`config.mk`:
```
export PLATFORM = sky130hd
export DESIGN_NAME = uart_loopback_fifo
export DESIGN_NICKNAME = d
export VERILOG_FILES = /design/src/rtl/uart_loopback_fifo.sv
export SDC_FILE = /design/constraint.sdc
export NUM_CORES = 1
export LEC_CHECK = 0
export BUFFER_PORTS_ARGS = -buffer_cell sky130_fd_sc_hd__buf_2
export CORE_AREA = 2 2 123 137
export CTS_CLUSTER_DIAMETER = 80
export DETAILED_ROUTE_END_ITERATION = 10
export DIE_AREA = 0 0 125 139
export SYNTH_ARGS = -nofsm -noshare
export SYNTH_HDL_FRONTEND = slang
export SYNTH_SLANG_ARGS = --single-unit
```
`constraint.sdc`:
```
create_clock -name clk -period 4.8 [get_ports clk]
set_clock_uncertainty 0.05 [all_clocks]
set_input_delay 0.48 -clock clk [delete_from_list [all_inputs] [get_ports clk]]
set_output_delay 0.48 -clock clk [all_outputs]
set_load 0.005 [all_outputs]
```
`src/rtl/uart_loopback_fifo.sv`:
```
// Byte FIFO between uart_rx and uart_tx: level-handshake receive side, request/idle
// transmit side, occupancy count and a sticky overflow flag for dropped bytes.
module uart_loopback_fifo #(
    parameter int DEPTH_LOG2 = 4
) (
    input  logic                  clk,
    input  logic                  rst_n,
    input  logic [7:0]            rx_data,
    input  logic                  rx_data_available,
    output logic                  rx_clear,
    input  logic                  tx_idle,
    output logic                  tx_request,
    output logic [7:0]            tx_data,
    output logic [DEPTH_LOG2:0]   count,
    output logic                  overflow,
    input  logic                  clear_overflow
);

    localparam int                  DEPTH      = 1 << DEPTH_LOG2;
    localparam logic [DEPTH_LOG2:0] FULL_COUNT = (DEPTH_LOG2 + 1)'(DEPTH);
    localparam logic [DEPTH_LOG2:0] CNT_ONE    = (DEPTH_LOG2 + 1)'(1);
    localparam logic [DEPTH_LOG2-1:0] PTR_ONE  = DEPTH_LOG2'(1);

    typedef enum logic {R_IDLE = 1'b0, R_ACK = 1'b1} rx_state_t;
    typedef enum logic [1:0] {T_IDLE = 2'd0, T_REQ = 2'd1, T_BUSY = 2'd2} tx_state_t;

    rx_state_t             rx_state_r, rx_state_next_s;
    tx_state_t             tx_state_r, tx_state_next_s;
    logic [7:0]            mem_r [DEPTH];
    logic [DEPTH_LOG2-1:0] wr_ptr_r, rd_ptr_r;
    logic [DEPTH_LOG2:0]   count_r;
    logic                  overflow_r, rx_clear_r, tx_request_r;
    logic                  rx_clear_next_s, tx_request_next_s;
    logic [7:0]            tx_data_r;
    logic                  full_s, empty_s, write_s, drop_s, pop_s;

    // Fullness and emptiness always use the count from before this cycle's write/pop.
    assign full_s  = (count_r == FULL_COUNT);
    assign empty_s = (count_r == {(DEPTH_LOG2 + 1){1'b0}});

    // Receive FSM: one write or one drop per rx_data_available assertion.
    always_comb begin
        rx_state_next_s = rx_state_r;
        rx_clear_next_s = rx_clear_r;
        write_s         = 1'b0;
        drop_s          = 1'b0;
        case (rx_state_r)
            R_IDLE: begin
                if (rx_data_available) begin
                    write_s         = ~full_s;
                    drop_s          = full_s;
                    rx_clear_next_s = 1'b1;
                    rx_state_next_s = R_ACK;
                end else begin
                    rx_clear_next_s = 1'b0;
                end
            end
            R_ACK: begin
                if (!rx_data_available) begin
                    rx_clear_next_s = 1'b0;
                    rx_state_next_s = R_IDLE;
                end else begin
                    rx_clear_next_s = 1'b1;
                end
            end
            default: begin
                rx_clear_next_s = 1'b0;
                rx_state_next_s = R_IDLE;
            end
        endcase
    end

    // Transmit FSM: pop on launch, hold request until the transmitter goes busy.
    always_comb begin
        tx_state_next_s   = tx_state_r;
        tx_request_next_s = tx_request_r;
        pop_s             = 1'b0;
        case (tx_state_r)
            T_IDLE: begin
                if (!empty_s && tx_idle) begin
                    pop_s             = 1'b1;
                    tx_request_next_s = 1'b1;
                    tx_state_next_s   = T_REQ;
                end else begin
                    tx_request_next_s = 1'b0;
                end
            end
            T_REQ: begin
                if (!tx_idle) begin
                    tx_request_next_s = 1'b0;
                    tx_state_next_s   = T_BUSY;
                end else begin
                    tx_request_next_s = 1'b1;
                end
            end
            T_BUSY: begin
                tx_request_next_s = 1'b0;
                if (tx_idle) begin
                    tx_state_next_s = T_IDLE;
                end else begin
                    tx_state_next_s = T_BUSY;
                end
            end
            default: begin
                tx_request_next_s = 1'b0;
                tx_state_next_s   = T_IDLE;
            end
        endcase
    end

    // State, handshake outputs, pointers, occupancy and overflow flag.
    always_ff @(posedge clk or negedge rst_n) begin
        if (!rst_n) begin
            rx_state_r   <= R_IDLE;
            tx_state_r   <= T_IDLE;
            rx_clear_r   <= 1'b0;
            tx_request_r <= 1'b0;
            tx_data_r    <= 8'h00;
            wr_ptr_r     <= {DEPTH_LOG2{1'b0}};
            rd_ptr_r     <= {DEPTH_LOG2{1'b0}};
            count_r      <= {(DEPTH_LOG2 + 1){1'b0}};
            overflow_r   <= 1'b0;
        end else begin
            rx_state_r   <= rx_state_next_s;
            tx_state_r   <= tx_state_next_s;
            rx_clear_r   <= rx_clear_next_s;
            tx_request_r <= tx_request_next_s;
            if (write_s) begin
                wr_ptr_r <= wr_ptr_r + PTR_ONE;
            end else begin
                wr_ptr_r <= wr_ptr_r;
            end
            if (pop_s) begin
                tx_data_r <= mem_r[rd_ptr_r];
                rd_ptr_r  <= rd_ptr_r + PTR_ONE;
            end else begin
                tx_data_r <= tx_data_r;
                rd_ptr_r  <= rd_ptr_r;
            end
            case ({write_s, pop_s})
                2'b10:   count_r <= count_r + CNT_ONE;
                2'b01:   count_r <= count_r - CNT_ONE;
                default: count_r <= count_r;
            endcase
            // A drop in the same cycle as a clear request keeps the flag set.
            if (drop_s) begin
                overflow_r <= 1'b1;
            end else if (clear_overflow) begin
                overflow_r <= 1'b0;
            end else begin
                overflow_r <= overflow_r;
            end
        end
    end

    // Storage array; contents need no reset since count gates every read.
    always_ff @(posedge clk) begin
        if (write_s) begin
            mem_r[wr_ptr_r] <= rx_data;
        end
    end

    assign rx_clear   = rx_clear_r;
    assign tx_request = tx_request_r;
    assign tx_data    = tx_data_r;
    assign count      = count_r;
    assign overflow   = overflow_r;

endmodule

```
==> results of run 1 <==
## stage by stage
stage	util, %	instances	power [mW]	instance area, µm²	hold WS (ns)
2_1_floorplan	-	340	2.59	6320	0.134
3_3_place_gp	41.2	558	2.83	6620	0.422
3_5_place_dp	41.2	558	2.84	6620	0.424
4_1_cts	44.4	589	4.04	7130	0.0298
5_1_grt	44.4	589	4.20	7130	0.0489
6_report	44.4	589	3.99	7130	0.0177
## per-layer routing
layer	GRT usage (%)	wire length [µm]
met4	6.49	279
met5	0	0
met1	17.4	4960
met2	24.0	6030
met3	4.09	411
## cell type report
class,count,area (µm²)
flip-flops and latches,154,4500
fillers,1391,8930
well taps,204,255
repair buffers,31,163
clock inverters,12,83.8
clock buffers,19,433
inverters,9,33.8
multi-input cells,160,1670
## kinds of logic after synthesis
| group | Yosys count | synth area share (%) |
|---|---|---|
| flops | 154 | 71.1 |
| simple gates | 61 | 5.44 |
| mux | 53 | 14.9 |
| compound gates | 26 | 2.79 |
| buf+inv | 26 | 2.53 |
| xor+xnor | 11 | 1.52 |
| fa+ha+maj | 9 | 1.78 |
## state kept, by name, summed over array words and instances, names as in the netlist
register    cells
mem_r         128
tx_data         8
count           5
rd_ptr_r        4
wr_ptr_r        4
tx_state_r      2
overflow        1
rx_clear        1
tx_request      1
## worst paths after layout
check | startpoint | to | cells after the start | slack [ns]
max | count[1] | count[4] | 10 | 1.49
min | rst_n | rd_ptr_r[1] | 1 | 0.02
max reg2reg | count[1] | count[4] | 10 | 1.49
min reg2reg | tx_data[3] | tx_data[3] | 2 | 0.43
max in group asynchronous | rst_n | rd_ptr_r[0] | 1 | 4.25
min in group clk | rx_data_available | rx_clear | 1 | 0.13
## cells in the mapped netlist, types with 3 or more instances
cell type | instances | area share, %
clkbuf_1 | 4 | 0.24
edfxtp_1 | 128 | 61
xor2_1 | 3 | 0.42
nor2b_1 | 4 | 0.40
nor3b_1 | 6 | 0.71
dfrtp_1 | 26 | 10
xnor2_1 | 8 | 1.1
and3b_1 | 3 | 0.42
inv_1 | 8 | 0.47
buf_2 | 5 | 0.40
nor2_1 | 8 | 0.47
nand2_1 | 14 | 0.83
buf_6 | 7 | 1.2
and2_1 | 13 | 1.3
ha_1 | 9 | 1.8
nand2b_1 | 4 | 0.40
o21ai_0 | 9 | 0.71
mux2i_1 | 14 | 2.2
mux2_2 | 7 | 1.2
mux4_2 | 32 | 11
a21oi_1 | 4 | 0.32
## worst reg2reg max path, cell delays in order (launching register included)
cell     delay, ns
dfrtp_1       0.46
or4_4         0.59
o21ai_4       0.43
inv_2         0.13
ha_1          0.33
xor2_1        0.19
ha_1          0.23
o211a_1       0.24
or4_1         0.40
nand3_1       0.10
nor3b_1       0.05
## report_power, final
| part | leakage (nW) | internal (mW) | total (mW) | switching, mW |
|---|---|---|---|---|
| clock | 0.260 | 0.695 | 1.19 | 0.493 |
| combinational | 0.756 | 0.537 | 0.996 | 0.460 |
| sequential | 1.47 | 1.60 | 1.81 | 0.210 |
| total | 2.49 | 2.83 | 3.99 | 1.16 |
==> metrics.txt, run 1 <==
RSZ-0062 raised after global routing no; ys async rst share between 10% and 20%; cell area after synthesis 0.00632 mm²; drt pass-1 iters 5; Max clock buf depth 2; Post-synth EDFFs between 100 and 150; vias in the first global route between 3000 and 4000; Tmin final ~3.3 ns; Setup-failing EPs final 0; initial core utilization 39.4%; # diodes 0; most frequent cells in the layout edfxtp_1, mux4_2, buf_2, dfrtp_1, clkbuf_16; Worst Path Max Fanout 19; syn nets roughly 360; Yosys warnings 0; Final nets around 400; setup bufs post-CTS 0; outcome complete, no violations; Max VDD drop about 300 µV; Vias/cell just over 5; clk sinks between 150 and 200; Worst Setup End Kind register; Critical-path top delay cell or4_4; max cap viols 0; Min-Delay Path Class input port to asynchronous set/reset pin; Slowest Stage Delay on Critical Path approximately 0.59 ns; worst path cell trace or4_4 -> o21ai_4 -> inv_2 -> ha_1 -> xor2_1 -> ha_1 -> o211a_1 -> or4_1 -> nand3_1 -> nor3b_1; die area roughly 0.017 mm²; Setup WS post-layout approximately 1.5 ns; Critical Path Most Common Cell ha_1; sequential area share after synthesis roughly 70%; core region area about 0.016 mm²; Num CTS Buffers 17; Post-CTS Hold Buffers 0; Critical Path AT 3.56 ns; via count 3039; root buf cell clkbuf_16; Die Y 139 µm; Max H-tree Level 4; worst slew pin tran 0.992 ns; Final Hold Vio Count 0; routed len/inst ~20 µm; largest delay contributor family on the critical path simple AND/OR/NAND/NOR gates; CP Class register to register; FMAX ~300 MHz; post-synthesis cell type count 39; GRT Util Overall 14.4%; Mapped Cells 340; I/O Buffers 28; Yosys reg bits approximately 150; Slew Viols, Final 0; row cnt 49; syn avg cell area approximately 19 µm²; Die X 125 µm; ys flop type edfxtp_1; Post-CTS Resized 0; Critical path buffers and inverters 1; final WL 11700 µm; DRC viols 0; Clock Latency Late Sink about 0.42 ns; largest net degree at the start of global routing 29; GRT Residual Overflow 0; Area Overhead vs Synth 12.8%; share of cells above drive strength 1 around 26%; post-detail-place hpwl between 7000 and 8000 µm; Worst slew margin ~34%; pwr/cell area 560 mW/mm²; CP required a little over 5 ns; Leak between 2 and 2.5 nW; first-pass GRT wire length 18200 µm; CP Launch Type register; final period utilization between 60% and 70%; commonest non-fill, non-tap cell in the layout edfxtp_1; io pins 29; clk slew on worst S/H paths 0.06 ns; DR iter-0 viols ~150; setup TNS 0 ns; clock tree from TritonCTS done; Final ANT Viol Nets 0; initial antenna violation count 0; GP Congestion between 0.7 and 0.8; post-place setup slack about 1.5 ns
No activity file was read; power rests on OpenSTA's default activity.
==> inputs of run 2 (changes only) <==
clock period = 3.2 ns   (was 4.8 ns; I/O delays follow)
==> run 2 against run 1 <==
- maximum frequency rose by 11%
- critical endpoint unchanged
- via count grew 1.3%
- count of clock-buffer cells in the layout is 8 higher
- non-clock buffer count grew 7
- clock power increased by 61%
- final cell count up 1.4%
- first-iteration DRC count rose by 21%
==> metrics.txt, run 2 (synthesis results as in run 1) <==
most frequent cells in the layout edfxtp_1, mux4_2, buf_2, dfrtp_1, clkbuf_16; Top reg by flops mem_r; final WL around 12000 µm; DR iter-0 viols around 180; via count between 3000 and 4000; Worst Setup End Kind register; # diodes 0; Clock Latency Late Sink 0.42 ns; max FFs per register roughly 130; GRT Residual Overflow 0; routed len/inst about 21 µm; CP Launch Type register; root buf cell clkbuf_16; worst path cell trace or4_4 -> o21ai_4 -> inv_2 -> ha_1 -> xor2_1 -> ha_1 -> o211a_1 -> or4_1 -> nand3_1 -> nor3b_1; die area between 0.015 and 0.02 mm²; Vias/cell approximately 5.2; setup TNS 0 ns; row cnt between 40 and 50; largest delay contributor family on the critical path simple AND/OR/NAND/NOR gates; Clock Power Share a little under a third; Critical-path top delay cell or4_4; worst slew pin tran 0.645 ns; Critical Path AT between 3 and 4 ns; Critical Path Most Common Cell ha_1; area of the multi-input gates 0.00168 mm²; Leak between 2 and 3 nW; Layout fillers 1403; CP required 3.45 ns; pwr/cell area about 850 mW/mm²; drt pass-1 iters 4; Slowest Stage Delay on Critical Path about 0.60 ns; clock tree from TritonCTS done; io pins 29; clk slew on worst S/H paths 0.06 ns; final period utilization 93.2%; Total Power 6.18 mW; Min-Delay Path Class input port to register; setup bufs post-CTS 0; Internal Power between 4 and 5 mW; Critical path buffers and inverters 1; largest net degree at the start of global routing 27; Tmin final 2.98 ns; Final ANT Viol Nets 0; GRT Util Overall ~15%; initial antenna violation count 0; CP Class register to register; Setup-failing EPs final 0; Max VDD drop between 500 and 600 µV; share of cells above drive strength 1 27.5%; GP Congestion 0.816; sequential share of power 43.4%; Final nets about 400; clk sinks 154; I/O Buffers 28; Max H-tree Level 4; Die X between 100 and 150 µm; FMAX roughly 340 MHz; Area Overhead vs Synth 15.1%; Final Hold Vio Count 0; storage element area 0.00450 mm²; Max clock buf depth 2; initial core utilization between 30% and 40%; post-detail-place hpwl between 7000 and 8000 µm; commonest non-fill, non-tap cell in the layout edfxtp_1; Slew Viols, Final 0; Sw Share between 20% and 30%; RSZ-0062 raised after global routing no; outcome complete, no violations; Num CTS Buffers 17; Die Y between 100 and 150 µm; logic gate share of total power around a quarter; core region area 0.0161 mm²; vias in the first global route 3321; max cap viols 0; Worst slew margin approximately 57%; Psw roughly 1.8 mW; Worst Path Max Fanout 10; DRC viols 0; first-pass GRT wire length 19500 µm
## run 2: cell count changes in the layout (fill, tap and decap cells not counted), sizes merged
cell,change
buf,+5
bufinv,-1
clkbuf,+8
clkinv,-7
clkinvlp,+1
dlygate4sd3,+2
## run 2: final timing paths
| kind | from | endpoint | slack (ns) | depth (start not counted) |
|---|---|---|---|---|
| worst max-delay path | count[1] | count[4] | 0.22 | 10 |
| worst min-delay path | tx_idle | tx_state_r[1] | 0.04 | 2 |
| worst max register to register | count[1] | count[4] | 0.22 | 10 |
| worst min register to register | tx_data[2] | tx_data[2] | 0.43 | 2 |
| max in group asynchronous | rst_n | rd_ptr_r[0] | 2.23 | 2 |
| min in group asynchronous | rst_n | count[4] | 0.41 | 2 |
## run 2: area by class of cell
class	instances	area share [%]
clock inverter	5	0.361
timing repair buffer	38	3.20
inverter	9	0.464
tap	204	3.51
sequential	154	61.8
multi-input combinational	160	23.0
clock buffer	27	7.65
## run 2: metrics by stage
step,setup slack (ns),cells,util [%],hold WS [ns],instance area (µm²)
4_1_cts,0.187,597,45.3,0.0183,7270
2_1_floorplan,0.167,340,-,-0.0256,6320
3_5_place_dp,0.201,563,41.5,0.345,6670
5_1_grt,0.0393,597,45.3,0.0212,7280
6_report,0.217,597,45.3,0.0361,7280
3_3_place_gp,0.285,563,41.5,0.330,6670
## run 2: what timing repair did
action,4_1_cts,5_1_grt
hold endpoints to repair,27,0
resized for setup,0,1
setup endpoints to repair,0,1
hold buffers,2,0
## run 2: layer usage
layer	wire (µm)	track usage (%)	share of wire (%)
met3	585	4.13	4.7
met2	6460	25.9	52
met1	5190	19.0	42
met4	167	5.44	1.3
met5	0	0	0
## run 2: power groups by stage
stage          Sequential [mW]  Combinational (mW)  Clock (mW)
2_1_floorplan             2.55                1.34           0
3_5_place_dp              2.72                1.60           0
4_1_cts                   2.68                1.62        1.96
5_1_grt                   2.72                1.73        2.05
6_report                  2.68                1.58        1.92
3_3_place_gp              2.70                1.59           0
